===== src/rtl/adc_scan_pkg.sv =====
// Shared definitions for the ADC scan controller: FSM state encoding and the
// averaging constants used when ADC_SCAN_AVG_EN is defined.
package adc_scan_pkg;

  typedef enum logic [2:0] {
    StIdle,
    StSelect,
    StReq,
    StWait,
    StNext,
    StTick
  } scan_state_e;

  // Conversions per channel and matching divide-by shift in averaging builds.
  localparam int unsigned AVG_CNT   = 4;
  localparam int unsigned AVG_SHIFT = 2;

endpackage


===== src/rtl/adc_scan_next_ch.sv =====
// Combinational next-channel finder: returns the lowest enabled index strictly
// above cur_idx, or raises none_left when no such channel exists.
module adc_scan_next_ch #(
  parameter int unsigned N_CH = 4,
  localparam int unsigned IdxW = (N_CH > 1) ? $clog2(N_CH) : 1
) (
  input  logic [N_CH-1:0] mask,
  input  logic [IdxW-1:0] cur_idx,
  output logic [IdxW-1:0] next_idx,
  output logic            none_left
);

  // Scan downward so the lowest qualifying channel is the last one written.
  always_comb begin
    next_idx  = '0;
    none_left = 1'b1;
    for (int i = N_CH - 1; i >= 0; i--) begin
      if (mask[i] && (i > int'(cur_idx))) begin
        next_idx  = IdxW'(i);
        none_left = 1'b0;
      end
    end
  end

endmodule


===== src/rtl/adc_scan_control.sv =====
// Periodic multi-channel ADC scan controller. Every PERIOD idle cycles it walks
// the enabled channels in ascending order, requests one conversion per channel
// and stores the results in packed per-channel slots.
// Optional feature macro: ADC_SCAN_AVG_EN -- four back-to-back conversions per
// channel, slot receives their truncated average.
module adc_scan_control
  import adc_scan_pkg::*;
#(
  parameter int unsigned N_CH    = 4,
  parameter int unsigned DATA_W  = 12,
  parameter int unsigned PERIOD  = 650_000,
  parameter int unsigned TIMEOUT = 1024
) (
  input  logic                     clk,
  input  logic                     rst_n,
  input  logic [N_CH-1:0]          en_mask,
  input  logic [DATA_W-1:0]        adc_data,
  input  logic                     adc_valid,
  output logic                     adc_req,
  output logic [N_CH-1:0]          ch_sel,
  output logic [N_CH*DATA_W-1:0]   ch_data,
  output logic                     frame_tick,
  output logic                     timeout_err
);

  localparam int unsigned IdxW = (N_CH > 1) ? $clog2(N_CH) : 1;
  localparam int unsigned CntW = $clog2(PERIOD);
  localparam int unsigned ToW  = (TIMEOUT > 1) ? $clog2(TIMEOUT) : 1;

  scan_state_e             state_q, state_d;
  logic [CntW-1:0]         cnt_q, cnt_d;
  logic [ToW-1:0]          wcnt_q, wcnt_d;
  logic [IdxW-1:0]         idx_q, idx_d;
  logic [N_CH-1:0]         ch_sel_q, ch_sel_d;
  logic [N_CH-1:0]         mask_q, mask_d;
  logic [N_CH*DATA_W-1:0]  ch_data_q, ch_data_d;
  logic                    tmo_q, tmo_d;
  logic [IdxW-1:0]         low_idx;
  logic [IdxW-1:0]         next_idx;
  logic                    none_left;
`ifdef ADC_SCAN_AVG_EN
  logic [DATA_W+1:0]       acc_q, acc_d;
  logic [1:0]              avg_q, avg_d;
  logic [DATA_W+1:0]       sum;
`endif

  adc_scan_next_ch #(
    .N_CH (N_CH)
  ) u_next_ch (
    .mask      (mask_q),
    .cur_idx   (idx_q),
    .next_idx  (next_idx),
    .none_left (none_left)
  );

  // Lowest enabled channel of the live mask, used when a scan starts.
  always_comb begin
    low_idx = '0;
    for (int i = N_CH - 1; i >= 0; i--) begin
      if (en_mask[i]) low_idx = IdxW'(i);
    end
  end

  // Next-state logic for the scan sequencer and result slots.
  always_comb begin
    state_d   = state_q;
    cnt_d     = cnt_q;
    wcnt_d    = wcnt_q;
    idx_d     = idx_q;
    ch_sel_d  = ch_sel_q;
    mask_d    = mask_q;
    ch_data_d = ch_data_q;
    tmo_d     = 1'b0;
`ifdef ADC_SCAN_AVG_EN
    acc_d     = acc_q;
    avg_d     = avg_q;
    sum       = acc_q + {2'b00, adc_data};
`endif
    unique case (state_q)
      StIdle: begin
        if (cnt_q == CntW'(PERIOD - 1)) begin
          cnt_d  = '0;
          // Mask is sampled once per period boundary; an all-zero mask skips the scan.
          mask_d = en_mask;
          if (|en_mask) begin
            state_d  = StSelect;
            idx_d    = low_idx;
            ch_sel_d = N_CH'(1) << low_idx;
          end
        end else begin
          cnt_d = cnt_q + CntW'(1);
        end
      end
      StSelect: begin
        // Settle cycle with the first channel already selected.
        state_d = StReq;
`ifdef ADC_SCAN_AVG_EN
        acc_d   = '0;
        avg_d   = '0;
`endif
      end
      StReq: begin
        wcnt_d  = '0;
        state_d = StWait;
      end
      StWait: begin
        // Valid wins over timeout expiry in the same cycle.
        if (adc_valid) begin
`ifdef ADC_SCAN_AVG_EN
          if (avg_q == 2'(AVG_CNT - 1)) begin
            ch_data_d[int'(idx_q)*DATA_W +: DATA_W] = sum[AVG_SHIFT +: DATA_W];
            state_d = StNext;
          end else begin
            acc_d   = sum;
            avg_d   = avg_q + 2'd1;
            state_d = StReq;
          end
`else
          ch_data_d[int'(idx_q)*DATA_W +: DATA_W] = adc_data;
          state_d = StNext;
`endif
        end else if (wcnt_q == ToW'(TIMEOUT - 1)) begin
          tmo_d   = 1'b1;
          state_d = StNext;
        end else begin
          wcnt_d = wcnt_q + ToW'(1);
        end
      end
      StNext: begin
        if (none_left) begin
          state_d = StTick;
        end else begin
          idx_d    = next_idx;
          ch_sel_d = N_CH'(1) << next_idx;
          state_d  = StReq;
        end
`ifdef ADC_SCAN_AVG_EN
        acc_d = '0;
        avg_d = '0;
`endif
      end
      StTick: begin
        state_d = StIdle;
      end
      default: begin
        state_d = StIdle;
      end
    endcase
  end

  // State registers; reset drops any in-flight conversion.
  always_ff @(posedge clk or negedge rst_n) begin
    if (!rst_n) begin
      state_q   <= StIdle;
      cnt_q     <= '0;
      wcnt_q    <= '0;
      idx_q     <= '0;
      ch_sel_q  <= N_CH'(1);
      mask_q    <= '0;
      ch_data_q <= '0;
      tmo_q     <= 1'b0;
`ifdef ADC_SCAN_AVG_EN
      acc_q     <= '0;
      avg_q     <= '0;
`endif
    end else begin
      state_q   <= state_d;
      cnt_q     <= cnt_d;
      wcnt_q    <= wcnt_d;
      idx_q     <= idx_d;
      ch_sel_q  <= ch_sel_d;
      mask_q    <= mask_d;
      ch_data_q <= ch_data_d;
      tmo_q     <= tmo_d;
`ifdef ADC_SCAN_AVG_EN
      acc_q     <= acc_d;
      avg_q     <= avg_d;
`endif
    end
  end

  assign adc_req     = (state_q == StReq);
  assign frame_tick  = (state_q == StTick);
  assign timeout_err = tmo_q;
  assign ch_sel      = ch_sel_q;
  assign ch_data     = ch_data_q;

endmodule


===== config.mk =====
export PLATFORM = sky130hd
export DESIGN_NAME = adc_scan_control
export DESIGN_NICKNAME = d
export VERILOG_FILES = /design/src/rtl/adc_scan_pkg.sv /design/src/rtl/adc_scan_next_ch.sv /design/src/rtl/adc_scan_control.sv
export SDC_FILE = /design/constraint.sdc
export NUM_CORES = 1
export LEC_CHECK = 0
export BUFFER_PORTS_ARGS = -buffer_cell sky130_fd_sc_hd__buf_2
export CORE_UTILIZATION = 51
export DETAILED_ROUTE_END_ITERATION = 16
export HOLD_SLACK_MARGIN = 0.12
export PLACE_DENSITY_LB_ADDON = 0.12
export SETUP_SLACK_MARGIN = 0.15
export SLEW_MARGIN = 20
export SYNTH_ARGS = -nofsm -noshare
export SYNTH_HDL_FRONTEND = slang
export SYNTH_SLANG_ARGS = --single-unit
export TNS_END_PERCENT = 1

===== constraint.sdc =====
create_clock -name clk -period 2.4 [get_ports clk]
set_input_delay 0.24 -clock clk [delete_from_list [all_inputs] [get_ports clk]]
set_output_delay 0.24 -clock clk [all_outputs]
set_load 0.01 [all_outputs]

### Word-level counts from Yosys, hierarchy flattened

Index checks and enable logic that the tools add are counted.
W data, S select, Z words.

| word-level totals | value |
|---|---|
| register bits | 92 |
| input bits | 19 |
| output and inout port bits | 55 |

| operators by class | value |
|---|---|
| $add $sub $neg | 3 |
| multiply operators | 1 |
| magnitude comparators | 3 |
| equality and inequality tests | 13 |
| shift-type cells | 4 |
| multiplexer cells | 32 |
| reduce and logical (&&, ||, !) cells | 12 |

Operator list:

| operator | number |
|---|---|
| $bwmux W48 | 1 |
| $shift A12 B34 Y48 const A | 1 |
| $shiftx A12 B34 Y48 | 1 |
| $neg A6 Y34 | 1 |
| $add A20 B1 Y20 const B | 1 |
| $eq A20 B20 Y1 const B | 1 |
| $mux W10 | 2 |
| $mux W2 | 10 |
| $mux W20 | 1 |
| $pmux W10 S2 | 1 |
| $mux W3 | 5 |
| $pmux W3 S5 | 1 |
| $mux W4 | 3 |
| $add A10 B1 Y10 const B | 1 |
| $eq A10 B10 Y1 const B | 1 |
| $ne A2 B2 Y1 const B | 5 |
| $pmux W4 S2 | 1 |
| $shl A1 B2 Y4 const A | 2 |
| $eq A3 B2 Y1 const B | 2 |
| $eq A3 B3 Y1 const B | 2 |
| $mux W1 | 6 |
| $reduce_and A3 Y1 | 2 |
| $gt A2 B2 Y1 const A | 2 |
| $mul A2 B2 Y4 const B | 1 |
| other kinds (10) | 14 |

### Depth between registers and ports, before layout

| logic depth | value |
|---|---|
| depth in word-level cells | 8 |
| gate-level depth with buffers | 9 |

### Cells and area by module

A second synthesis with hierarchy kept.

| unflattened totals | value |
|---|---|
| cells, all modules | 487 |
| area total of the unflattened synthesis | 4650.7 µm² |

By module, submodules not included:

| module | times used | cells an instance | area each (µm²) |
|---|---|---|---|
| adc_scan_control | 1 | 477 | 4585.6 |
| adc_scan_next_ch | 1 | 10 | 65.1 |

### Least setup slack after synthesis

Ideal clock, no wire load.

| timing path | value |
|---|---|
| path type | reg-to-reg |
| start point | reg idx_q[0] |
| end point | reg ch_sel_q[1] (netlist: ch_sel[1]) |
| library setup time | 125 ps |
| data arrival time | 2301 ps |
| data required time | 2275 ps |
| setup slack | -25 ps |
| stages on the path, launching flop included | 10 |
| buffers on the path | 2 |
| cell sequence | dfrtp_1 > clkbuf_1 > inv_1 > ha_1 > clkbuf_1 > nor3b_1 > nor3b_1 > nor2_1 > a31oi_4 > mux2_2 |

| on the way | value |
|---|---|
| word-level cells in the longest chain between the ends | 8 |

Ends and longest elaborated chain:

| what | RTL line | source |
|---|---|---|
| start: declaration | adc_scan_control.sv:33 | `logic [IdxW-1:0] idx_q, idx_d;` |
| start signal: assignment | adc_scan_control.sv:170 | `idx_q <= idx_d;` |
| $gt A2 B2 Y1 | adc_scan_next_ch.sv:18 | `if (mask[i] && (i > int'(cur_idx))) begin` |
| $logic_and A1 B1 Y1 | adc_scan_next_ch.sv:18 |  |
| $mux W2 (3 in series) | adc_scan_next_ch.sv:18 |  |
| $shl A1 B2 Y4 | adc_scan_control.sv:134 | `ch_sel_d = N_CH'(1) << next_idx;` |
| $mux W4 | adc_scan_control.sv:130 | `if (none_left) begin` |
| $pmux W4 S2 | adc_scan_control.sv:79 | `unique case (state_q)` |
| end signal: assignment | adc_scan_control.sv:171 | `ch_sel_q <= ch_sel_d;` |
| end: declaration | adc_scan_control.sv:34 | `logic [N_CH-1:0] ch_sel_q, ch_sel_d;` |

Several ways; a longest one is shown, not always the timed one. The select of a mux whose other input is x is not followed.
A chain may end at the register's enable or synchronous reset.

### Final worst setup path

| timing path | value |
|---|---|
| start point | reg cnt_q[13] |
| end point | reg ch_sel_q[2] (netlist: ch_sel[2]) |

| on the way | value |
|---|---|
| word-level cells in the longest chain between the ends | 3 |

Ends and longest elaborated chain:

| what | RTL line | source |
|---|---|---|
| start: declaration | adc_scan_control.sv:31 | `logic [CntW-1:0] cnt_q, cnt_d;` |
| start signal: assignment | adc_scan_control.sv:168 | `cnt_q <= cnt_d;` |
| $eq A20 B20 Y1 | adc_scan_control.sv:81 | `if (cnt_q == CntW'(PERIOD - 1)) begin` |
| $ne A2 B2 Y1 (no line) | - |  |
| $reduce_and A4 Y1 (no line) | - |  |

Every way passes these cells.

==> impl_metrics.csv <==
group,metric,value,unit
detailed_routing,post-route-drc-count,0,
clocking,clk_latency,0.36,ns
grt,grt_overflow,0,
die,die_height,96.5,um
timing,setup_tns,0,ns
clocking,cts_tree,"done",
setup_path,setup.worst_path.end_class,"flip-flop",
grt,antenna_found_initial,0,
grt,grt_pass1_vias,3426,
final_layout,num-fill-cells,784,
final_layout,fin_nets,581,
yosys,yosysUniqueCellTypes,51,
final_layout,multi_input_area,2160,sq um
setup_path,critical_path_class,"reg2reg",
grt,grt_pass1_wl,16600,um
worst_hold_path,hold_path.class,"in2reg",
yosys,ys_warn_count,0,
timing,finalHoldViolations,0,
detailed_routing,vias,3753,
yosys,syn_nets,505,
clocking,clk_pin_slew_worst_paths,0.09,ns
pwr,power_density,522,nW/um^2
timing,fmax,453,MHz
timing,slew_violations,0,
detailed_routing,vias_per_cell,5.64,
detailed_routing,drt_iter0_drc,145,
detailed_routing,firstDrtPassIters,5,
final_layout,final_cell_count_no_fill,666,
timing,worstMarginPinSlew,0.630,ns
clocking,clockRootBuffer,"clkbuf_8",
timing,finalCriticalPeriod,2.21,ns
pwr,total_power,2.79,mW
timing,setup_viol,0,
placed_design,portBuffers,73,
yosys,synthArstFlopShare,1.00,
yosys,synth_area,4560,sq um
flow_run,drv_cap,0,
detailed_routing,route.antenna.remaining_nets,0,
yosys,syn_avg_cell_area,9.55,sq um
die,dieArea,9310,sq um
timing,rsz0062_at_grt,"true",
detailed_routing,wirelength,10400,um
pwr,irDropWorstVdd,0.000357,V
final_layout,antenna_cells,0,
clocking,htreeDepth,3,
setup_path,critPathArrivalTime,2.44,ns
die,io_pins,74,
final_layout,area_growth,17.4,%
clocking,cts.sinks,91,
placed_design,dpl.hpwl,7580,um
setup_path,cp-start-kind,"flip-flop",
clocking,post-cts-setup-buffers,0,
pwr,p_leak,2.62,nW
placed_design,dp.cells,649,
clocking,numCtsBuffers,9,
die,initial_core_util,0.525,
yosys,ys_ff_latch,91,
yosys,ys_seq_area_frac,0.500,
yosys,synthFlopType,"dfrtp_1",
clocking,clock_path_buffers,2,
status,status,"completed",
die,die_w,96.5,um
die,fp.coreArea,8680,sq um
placed_design,gp_congestion,0.872,
setup_path,required,2.63,ns
timing,skew,0.0137,ns
yosys,synth_cells,477,
timing,post-route-period-util,0.920,
final_layout,drive_gt1_frac,0.229,
grt,grt_max_degree,50,
final_layout,ff_latch_area,2280,sq um
die,num_rows,34,
detailed_routing,wl_per_cell,15.6,um
yosys,synth_edf_count,0,
grt,grt_usage,0.234,
timing,max-slew-margin-rel,0.577,
setup_path,path_max_fanout,6,
## sequential cells by signal (all words and copies together), names as in the netlist
signal and flops:
cnt_q 20, mask_q 3, timeout_err 1, state_q 3
idx_q 2, ch_data 48, ch_sel 4, wcnt_q 10
## metrics by stage
| step | cell area (sq um) | util | setup WS (ns) | hold slack, ns |
|---|---|---|---|---|
| 3_5_place_dp | 5110 | 0.589 | 0.154 | 0.267 |
| 6_report | 5350 | 0.616 | 0.193 | 0.157 |
| 5_1_grt | 5350 | 0.616 | 0.0841 | 0.167 |
| 3_3_place_gp | 5110 | 0.589 | 0.243 | 0.264 |
| 4_1_cts | 5340 | 0.616 | 0.165 | 0.147 |
| 2_1_floorplan | 4570 | - | 0.144 | -0.0556 |
## final timing paths
check,start,endpoint,slack (ns),depth (start not counted)
worst max-delay path,cnt_q[13],ch_sel[2],0.19,5
worst min-delay path,adc_data[3],ch_data[3],0.16,3
min in group asynchronous,rst_n,cnt_q[17],0.42,2
worst min register to register,ch_data[34],ch_data[34],0.48,2
worst max register to register,cnt_q[13],ch_sel[2],0.19,5
max in group asynchronous,rst_n,ch_sel[0],1.29,3
## report_power, final
part | switching (mW) | total (mW) | internal [mW]
Clock | 0.553 | 1.17 | 0.618
Sequential | 0 | 1.53 | 1.53
Combinational | 0.0617 | 0.0875 | 0.0258
## worst max-delay path, stage by stage (launching register included)
cell and delay (ns):
dfrtp_1 0.43, nand4_2 0.19, or4b_4 0.56, nor4b_4 0.39
a31oi_4 0.20, mux2_2 0.32
## synth_stat cells, types with 6 or more instances
master	number	area (sq um)
nand4_1	6	37.5
mux2_2	8	90.1
xnor2_1	6	52.6
a21oi_1	9	45.0
o21ai_0	50	250
nor2_1	31	116
nor3_1	15	75.1
o31ai_1	6	45.0
mux2i_1	10	100
nor2b_1	7	43.8
inv_1	9	33.8
xor2_1	14	123
dfrtp_1	90	2250
clkbuf_1	25	93.8
nand3_1	16	80.1
nand2_1	84	315
a22oi_1	8	60.1
ha_1	9	113
a21o_1	7	52.6
a22o_1	8	70.1
## cell usage in the layout, fill, tap and decap left out, types with 9 or more instances in the layout
cell,instances
nor2_1,31
a21oi_1,9
xor2_1,14
mux2i_1,10
nor3_1,15
ha_1,9
buf_4,16
buf_2,72
o21ai_0,50
clkbuf_8,10
inv_1,9
nand2_1,84
nand3_1,16
dfrtp_1,90
## layer usage
layer / global-route usage / routed length, um
met1: 0.322 / 4800
met2: 0.370 / 4910
met3: 0.0540 / 556
met4: 0.0637 / 136
met5: 0 / 0
## what timing repair did
action,CTS,global route
setup endpoints to repair,1,9
hold buffers,1,0
resized for setup,0,1
hold endpoints to repair,42,0
cloned,0,0
pin swaps,1,0
## kinds of logic (layout without fill, tap and decap cells)
| family | after synthesis | in the layout | share of synthesized area |
|---|---|---|---|
| compound gates | 109 | 109 | 0.155 |
| xor+xnor | 20 | 20 | 0.0385 |
| fa+ha+maj | 9 | 9 | 0.0247 |
| buf+inv | 34 | 115 | 0.0280 |
| flops | 91 | 91 | 0.500 |
| mux | 18 | 18 | 0.0417 |
| simple gates | 196 | 196 | 0.212 |
## layout make-up
cell class / count / area share
flip-flops and latches: 91 / 0.426
multi-input cells: 352 / 0.405
repair buffers: 90 / 0.0955
clock buffers: 10 / 0.0257
well taps: 108 / 0.0253
clock inverters: 6 / 0.0164
inverters: 9 / 0.00632
Note: power is estimated with default switching activity, not from simulation.
